===== config.mk =====
export PLATFORM = sky130hd
export DESIGN_NAME = keynsham_mem_arbiter
export DESIGN_NICKNAME = d
export VERILOG_FILES = /design/src/rtl/keynsham_bus_defs.sv /design/src/rtl/keynsham_req_latch.sv /design/src/rtl/keynsham_mem_arbiter.sv
export SDC_FILE = /design/constraint.sdc
export NUM_CORES = 1
export LEC_CHECK = 0
export BUFFER_PORTS_ARGS = -buffer_cell sky130_fd_sc_hd__buf_2
export CAP_MARGIN = 30
export CORE_MARGIN = 1.5
export CORE_UTILIZATION = 24
export DETAILED_ROUTE_END_ITERATION = 7
export GPL_ROUTABILITY_DRIVEN = 0
export PLACE_DENSITY = 0.42
export SLEW_MARGIN = 40
export SYNTH_ARGS = -nofsm -noshare
export SYNTH_HDL_FRONTEND = slang
export SYNTH_SLANG_ARGS = --single-unit

===== constraint.sdc =====
create_clock -name clk -period 7.33 [get_ports clk]
set_input_delay 1.466 -clock clk [delete_from_list [all_inputs] [get_ports clk]]
set_output_delay 1.466 -clock clk [all_outputs]
set_load 0.05 [all_outputs]

===== src/rtl/keynsham_bus_defs.sv =====
// Shared definitions for the Keynsham memory arbiter.
// Holds the arbiter state and grant encodings, the bus width constants
// and the packed request payload captured from each bus.
package keynsham_bus_defs;

  localparam int unsigned ADDR_W = 30;
  localparam int unsigned DATA_W = 32;
  localparam int unsigned BSEL_W = 4;
  localparam int unsigned CNT_W  = 8;

  typedef enum logic [1:0] {
    IDLE   = 2'd0,
    I_BUSY = 2'd1,
    D_BUSY = 2'd2
  } arb_state_t;

  typedef enum logic {
    GRANT_I = 1'b0,
    GRANT_D = 1'b1
  } grant_t;

  // One memory transaction as presented to the slave
  typedef struct packed {
    logic [ADDR_W-1:0] addr;
    logic [BSEL_W-1:0] bytesel;
    logic              wr_en;
    logic [DATA_W-1:0] wr_val;
  } mem_req_t;

endpackage


===== src/rtl/keynsham_req_latch.sv =====
// Request latch for one bus: a pend bit plus the captured payload.
// Ports:
//   clk, rst  - clock, asynchronous active-high reset
//   access    - single-cycle request pulse from the bus
//   ack       - completion for this bus (clears pend)
//   req       - payload sampled with access
//   pend      - request outstanding
//   req_q     - latched payload
module keynsham_req_latch
  import keynsham_bus_defs::*;
(
  input  logic     clk,
  input  logic     rst,
  input  logic     access,
  input  logic     ack,
  input  mem_req_t req,
  output logic     pend,
  output mem_req_t req_q
);

  // A new pulse wins over the clearing ack so back-to-back requests land;
  // a pulse while already pending (and not completing) is dropped.
  always_ff @(posedge clk or posedge rst) begin
    if (rst) begin
      pend  <= 1'b0;
      req_q <= '0;
    end else if (access && (!pend || ack)) begin
      pend  <= 1'b1;
      req_q <= req;
    end else if (ack) begin
      pend  <= 1'b0;
    end
  end

endmodule


===== src/rtl/keynsham_mem_arbiter.sv =====
// Round-robin arbiter sharing one single-ported memory slave between the
// Keynsham instruction and data buses, with a stall watchdog.
// Ports:
//   clk, rst                       - clock, asynchronous active-high reset
//   i_access/i_addr                - fetch request pulse and word address
//   i_data/i_ack/i_err             - fetch response (combinational with m_ack)
//   d_access/d_addr/d_bytesel/
//   d_wr_en/d_wr_val               - data request pulse and payload
//   d_data/d_ack/d_err             - data response (combinational with m_ack)
//   m_access/m_addr/m_bytesel/
//   m_wr_en/m_wr_val               - registered memory request
//   m_data/m_ack                   - memory response
module keynsham_mem_arbiter
  import keynsham_bus_defs::*;
#(
  parameter int unsigned timeout_cycles = 255
) (
  input  logic              clk,
  input  logic              rst,
  input  logic              i_access,
  input  logic [ADDR_W-1:0] i_addr,
  output logic [DATA_W-1:0] i_data,
  output logic              i_ack,
  output logic              i_err,
  input  logic              d_access,
  input  logic [ADDR_W-1:0] d_addr,
  input  logic [BSEL_W-1:0] d_bytesel,
  input  logic              d_wr_en,
  input  logic [DATA_W-1:0] d_wr_val,
  output logic [DATA_W-1:0] d_data,
  output logic              d_ack,
  output logic              d_err,
  output logic              m_access,
  output logic [ADDR_W-1:0] m_addr,
  output logic [BSEL_W-1:0] m_bytesel,
  output logic              m_wr_en,
  output logic [DATA_W-1:0] m_wr_val,
  input  logic [DATA_W-1:0] m_data,
  input  logic              m_ack
);

  localparam logic [CNT_W-1:0] CNT_LAST = CNT_W'(timeout_cycles - 1);

  arb_state_t       state;
  arb_state_t       state_nxt;
  grant_t           last_grant;
  logic [CNT_W-1:0] cnt;
  logic             timeout_hit;
  logic             start;
  logic             i_pend;
  logic             d_pend;
  mem_req_t         i_req;
  mem_req_t         d_req;
  mem_req_t         i_req_q;
  mem_req_t         d_req_q;
  mem_req_t         m_req_q;

  // Fetches are always full-word reads
  assign i_req = '{addr: i_addr, bytesel: {BSEL_W{1'b1}}, wr_en: 1'b0, wr_val: '0};
  assign d_req = '{addr: d_addr, bytesel: d_bytesel, wr_en: d_wr_en, wr_val: d_wr_val};

  keynsham_req_latch u_i_latch (
    .clk    (clk),
    .rst    (rst),
    .access (i_access),
    .ack    (i_ack),
    .req    (i_req),
    .pend   (i_pend),
    .req_q  (i_req_q)
  );

  keynsham_req_latch u_d_latch (
    .clk    (clk),
    .rst    (rst),
    .access (d_access),
    .ack    (d_ack),
    .req    (d_req),
    .pend   (d_pend),
    .req_q  (d_req_q)
  );

  assign timeout_hit = (cnt == CNT_LAST);
  assign start       = (state == IDLE) && (state_nxt != IDLE);

  // State register
  always_ff @(posedge clk or posedge rst) begin
    if (rst) state <= IDLE;
    else     state <= state_nxt;
  end

  // Next-state: round-robin on contention, leave BUSY on ack or watchdog
  always_comb begin
    state_nxt = state;
    case (state)
      IDLE: begin
        if (i_pend && d_pend)
          state_nxt = (last_grant == GRANT_D) ? I_BUSY : D_BUSY;
        else if (i_pend)
          state_nxt = I_BUSY;
        else if (d_pend)
          state_nxt = D_BUSY;
      end
      I_BUSY, D_BUSY: begin
        if (m_ack || timeout_hit) state_nxt = IDLE;
      end
      default: state_nxt = IDLE;
    endcase
  end

  // Outputs: route m_ack/m_data to the owner; a real ack beats the watchdog
  always_comb begin
    i_ack  = 1'b0;
    i_err  = 1'b0;
    i_data = '0;
    d_ack  = 1'b0;
    d_err  = 1'b0;
    d_data = '0;
    case (state)
      I_BUSY: begin
        if (m_ack) begin
          i_ack  = 1'b1;
          i_data = m_data;
        end else if (timeout_hit) begin
          i_ack = 1'b1;
          i_err = 1'b1;
        end
      end
      D_BUSY: begin
        if (m_ack) begin
          d_ack  = 1'b1;
          d_data = m_data;
        end else if (timeout_hit) begin
          d_ack = 1'b1;
          d_err = 1'b1;
        end
      end
      default: ;
    endcase
  end

  // Grant history, watchdog counter and the registered memory request
  always_ff @(posedge clk or posedge rst) begin
    if (rst) begin
      last_grant <= GRANT_D;
      cnt        <= '0;
      m_access   <= 1'b0;
      m_req_q    <= '0;
    end else begin
      m_access <= start;
      if (start) begin
        cnt <= '0;
        if (state_nxt == I_BUSY) begin
          last_grant <= GRANT_I;
          m_req_q    <= i_req_q;
        end else begin
          last_grant <= GRANT_D;
          m_req_q    <= d_req_q;
        end
      end else if ((state != IDLE) && !m_ack) begin
        cnt <= cnt + CNT_W'(1);
      end
    end
  end

  assign m_addr    = m_req_q.addr;
  assign m_bytesel = m_req_q.bytesel;
  assign m_wr_en   = m_req_q.wr_en;
  assign m_wr_val  = m_req_q.wr_val;

endmodule

==> impl_metrics.toml <==
[outcome]
status = "finished clean"

[timing]
fin_skew_ns = 0.0108
setup_viol = 0
hold_viol = 0
fin_crit_sh_pct = 55.7
clock.fmax_ghz = 0.245
hold_slack_ns = 0.454
setup_tns_ns = 0
final_max_slew_viol_count = 0
tightest_slew_ns = 0.826
period_minus_slack_ns = 4.09
rsz0062_at_grt = "false"
max_slew_margin_pct = 44.6

[min_path]
min_path_type = "flip-flop to flip-flop"
whs_path_depth = 2
holdPathEnd = "u_i_latch.req_q[33]"
hold_path_startpoint = "u_i_latch.req_q[33]"

[detailed_routing]
drt_iter0_drc = 275
wl_per_cell_um = 18.5
vias_per_cell = 4.58
vias = 6355
drt_pre_antenna_iters = 4
routed_wl_um = 25700
ant_nets = 0
drcViolationCount = 0

[logic_synthesis]
synthTopCellsByArea = "dfrtp_1 (51%), mux2_2 (13%), a2111oi_2 (5.4%)"
synth_enable_flop_cells = 0
ys_seq_elements = 179
syn_area_um2 = 8650
synth.avg_cell_area_um2 = 12.7
synth.yosys.seq_area_share_pct = 51.8
yosys.area.top_type_share_pct = 51.5
synth_common_cells = "dfrtp_1 (178), mux2_2 (97), and3_1 (65), inv_1 (38), a22o_1 (33)"
netlist_instances = 680
synth-async-reset-ratio_pct = 100
synth_most_common_cell = "dfrtp_1"
ys.flop_type = "dfrtp_1"
syn_nets = 820
synth.largest_area_cell = "dfrtp_1"
ys_warn_count = 0
synth_cell_types = 47

[worst_setup_path]
worstSetupPathType = "input pin to output pin"
cp-end-kind = "output pin"
crit_fanout = 71
slowest_delay_ns = 0.41
crit_path_start = "m_ack"
path_delay_family = "buffers and inverters"
required_ns = 5.86
crit_path_start_kind = "input pin"
r2r-start = "state[0]"
arrival_ns = 2.62
cp_num_buf_inv = 2
r2r-end = "cnt[5]"
worst_path_max_delay_cell = "buf_4"
cp_cell_sequence = "buf_4, a21oi_2, nor2_1, buf_2"
regToRegSetupSlack_ns = 3.85
r2r_cells = 11

[clock_network]
path_clk_slew_ns = 0.07
clock_sinks = 179
clk_latency_ns = 0.44
hold_buffers = 0
clock_tree.root_cell = "clkbuf_16"
cts_setup_buffers = 0
htreeDepth = 4
clockBufferDepth = 2
cts_buffers = 17
cts_tree = "built"
post_cts_resized = 0

[power]
vdd_drop_max_uv = 239
seqPwrFrac_pct = 30.6
p_comb_share_pct = 53.1
internal-power_uw = 2990
swShare_pct = 47.2
p_clk_share_pct = 16.3
total_leakage_power_uw = 0.00525
switchingPower_uw = 2670
powerDensity_nw_per_um2 = 517

[job]
maxCapViolCount = 0

[finish]
drive_gt1_share_pct = 53.1
nets = 1052
syn_to_final_growth_pct = 26.5

[placement]
portBuffers = 269
post-dp-hpwl_um = 17500

[floorplanning]
io_pins = 270
rows = 69
die-width_um = 193
die_y_um = 193
die-area_um2 = 37200
start_util_pct = 24.4
fp.coreArea_um2 = 35500

[global_route]
grt_max_degree = 120
first_global_vias = 6301
met2_usage_pct = 21.8
grt.met3_usage_pct = 5.26
antenna_found_initial = 9
grt_pass1_wl_um = 38200
grt-busiest-layer = "met2"
use_met1_pct = 17.4
grt_overflow = 0
grt_usage_pct = 13.7
==> cells in the final DEF, fill, tap and decap left out, types with 18 or more instances in the layout <==
master,n
a2111oi_2,31
mux2_2,97
buf_2,268
and3_1,65
a22o_1,33
a2bb2oi_2,31
dfrtp_1,178
inv_1,37
a211oi_1,31
o21ai_0,18
o21ai_1,21
==> area by class of cell <==
class / instances / area (µm²)
fill: 3677 / 24500
antenna: 3 / 7.51
sequential: 179 / 4480
tap: 461 / 577
timing repair buffer: 278 / 1450
multi-input combinational: 397 / 3670
clock buffer: 17 / 425
clock inverter: 15 / 165
inverter: 39 / 164
==> layer usage <==
metal,vias to the layer above,wire (µm)
met1,3096,11200
met5,-,56
li1,2973,-
met2,249,11800
met3,25,2350
met4,12,271
==> kinds of logic after synthesis <==
kind of cell / count (synthesis) / synth area share, %
flip-flops: 179 / 51.8
AO/OA/AOI/OAI: 178 / 20.6
AND/OR/NAND/NOR: 112 / 7.42
buffers and inverters: 104 / 6.31
multiplexers: 97 / 12.6
adder cells (fa/ha/maj): 6 / 0.868
XOR/XNOR: 4 / 0.405
==> sequential cells by signal (all words and copies together), names as in the netlist <==
signal and count:
m_bytesel 4, m_wr_val 32, cnt 8, m_addr 30
u_d_latch.pend 1, m_access 1, u_d_latch.req_q 67, state 2
last_grant 1, u_i_latch.req_q 31, m_wr_en 1, u_i_latch.pend 1
==> per-stage QoR <==
step                      setup WS (ns)  util [%]  instances  area (µm²)  power (µW)
final                              3.24      30.8       1389       10900        5650
after global routing               3.16      30.8       1386       10900        6040
after CTS                          2.93      30.7       1385       10900        5740
after detailed placement           2.71      29.0       1353       10300        4790
after global placement             2.78      28.9       1352       10300        4740
after floorplan                    1.01         -        680        8650        4130
==> worst min-delay path: cells and delay by family, from the launching register on <==
family | cells | cell delay, ns
and+or+nand+nor | 1 | 0.05
DFF | 1 | 0.32
buffers and inverters | 1 | 0.05
==> power by group through the flow <==
stage / clock [µW] / sequential [µW] / combinational, µW
2_1_floorplan: 0 / 2220 / 1910
5_1_grt: 997 / 1800 / 3240
3_3_place_gp: 0 / 1760 / 2980
4_1_cts: 962 / 1740 / 3030
3_5_place_dp: 0 / 1750 / 3030
6_report: 920 / 1730 / 3000
==> worst max-delay path by stage <==
stage	slack, ns	cells past startpoint	to
2_1_floorplan	1.01	1	cnt[0]
3_3_place_gp	2.78	8	m_bytesel[0]
4_1_cts	2.93	4	i_ack
6_report	3.24	4	i_ack
5_1_grt	3.16	4	i_ack
3_5_place_dp	2.71	8	m_bytesel[2]
(Power assumes the default switching activity.)
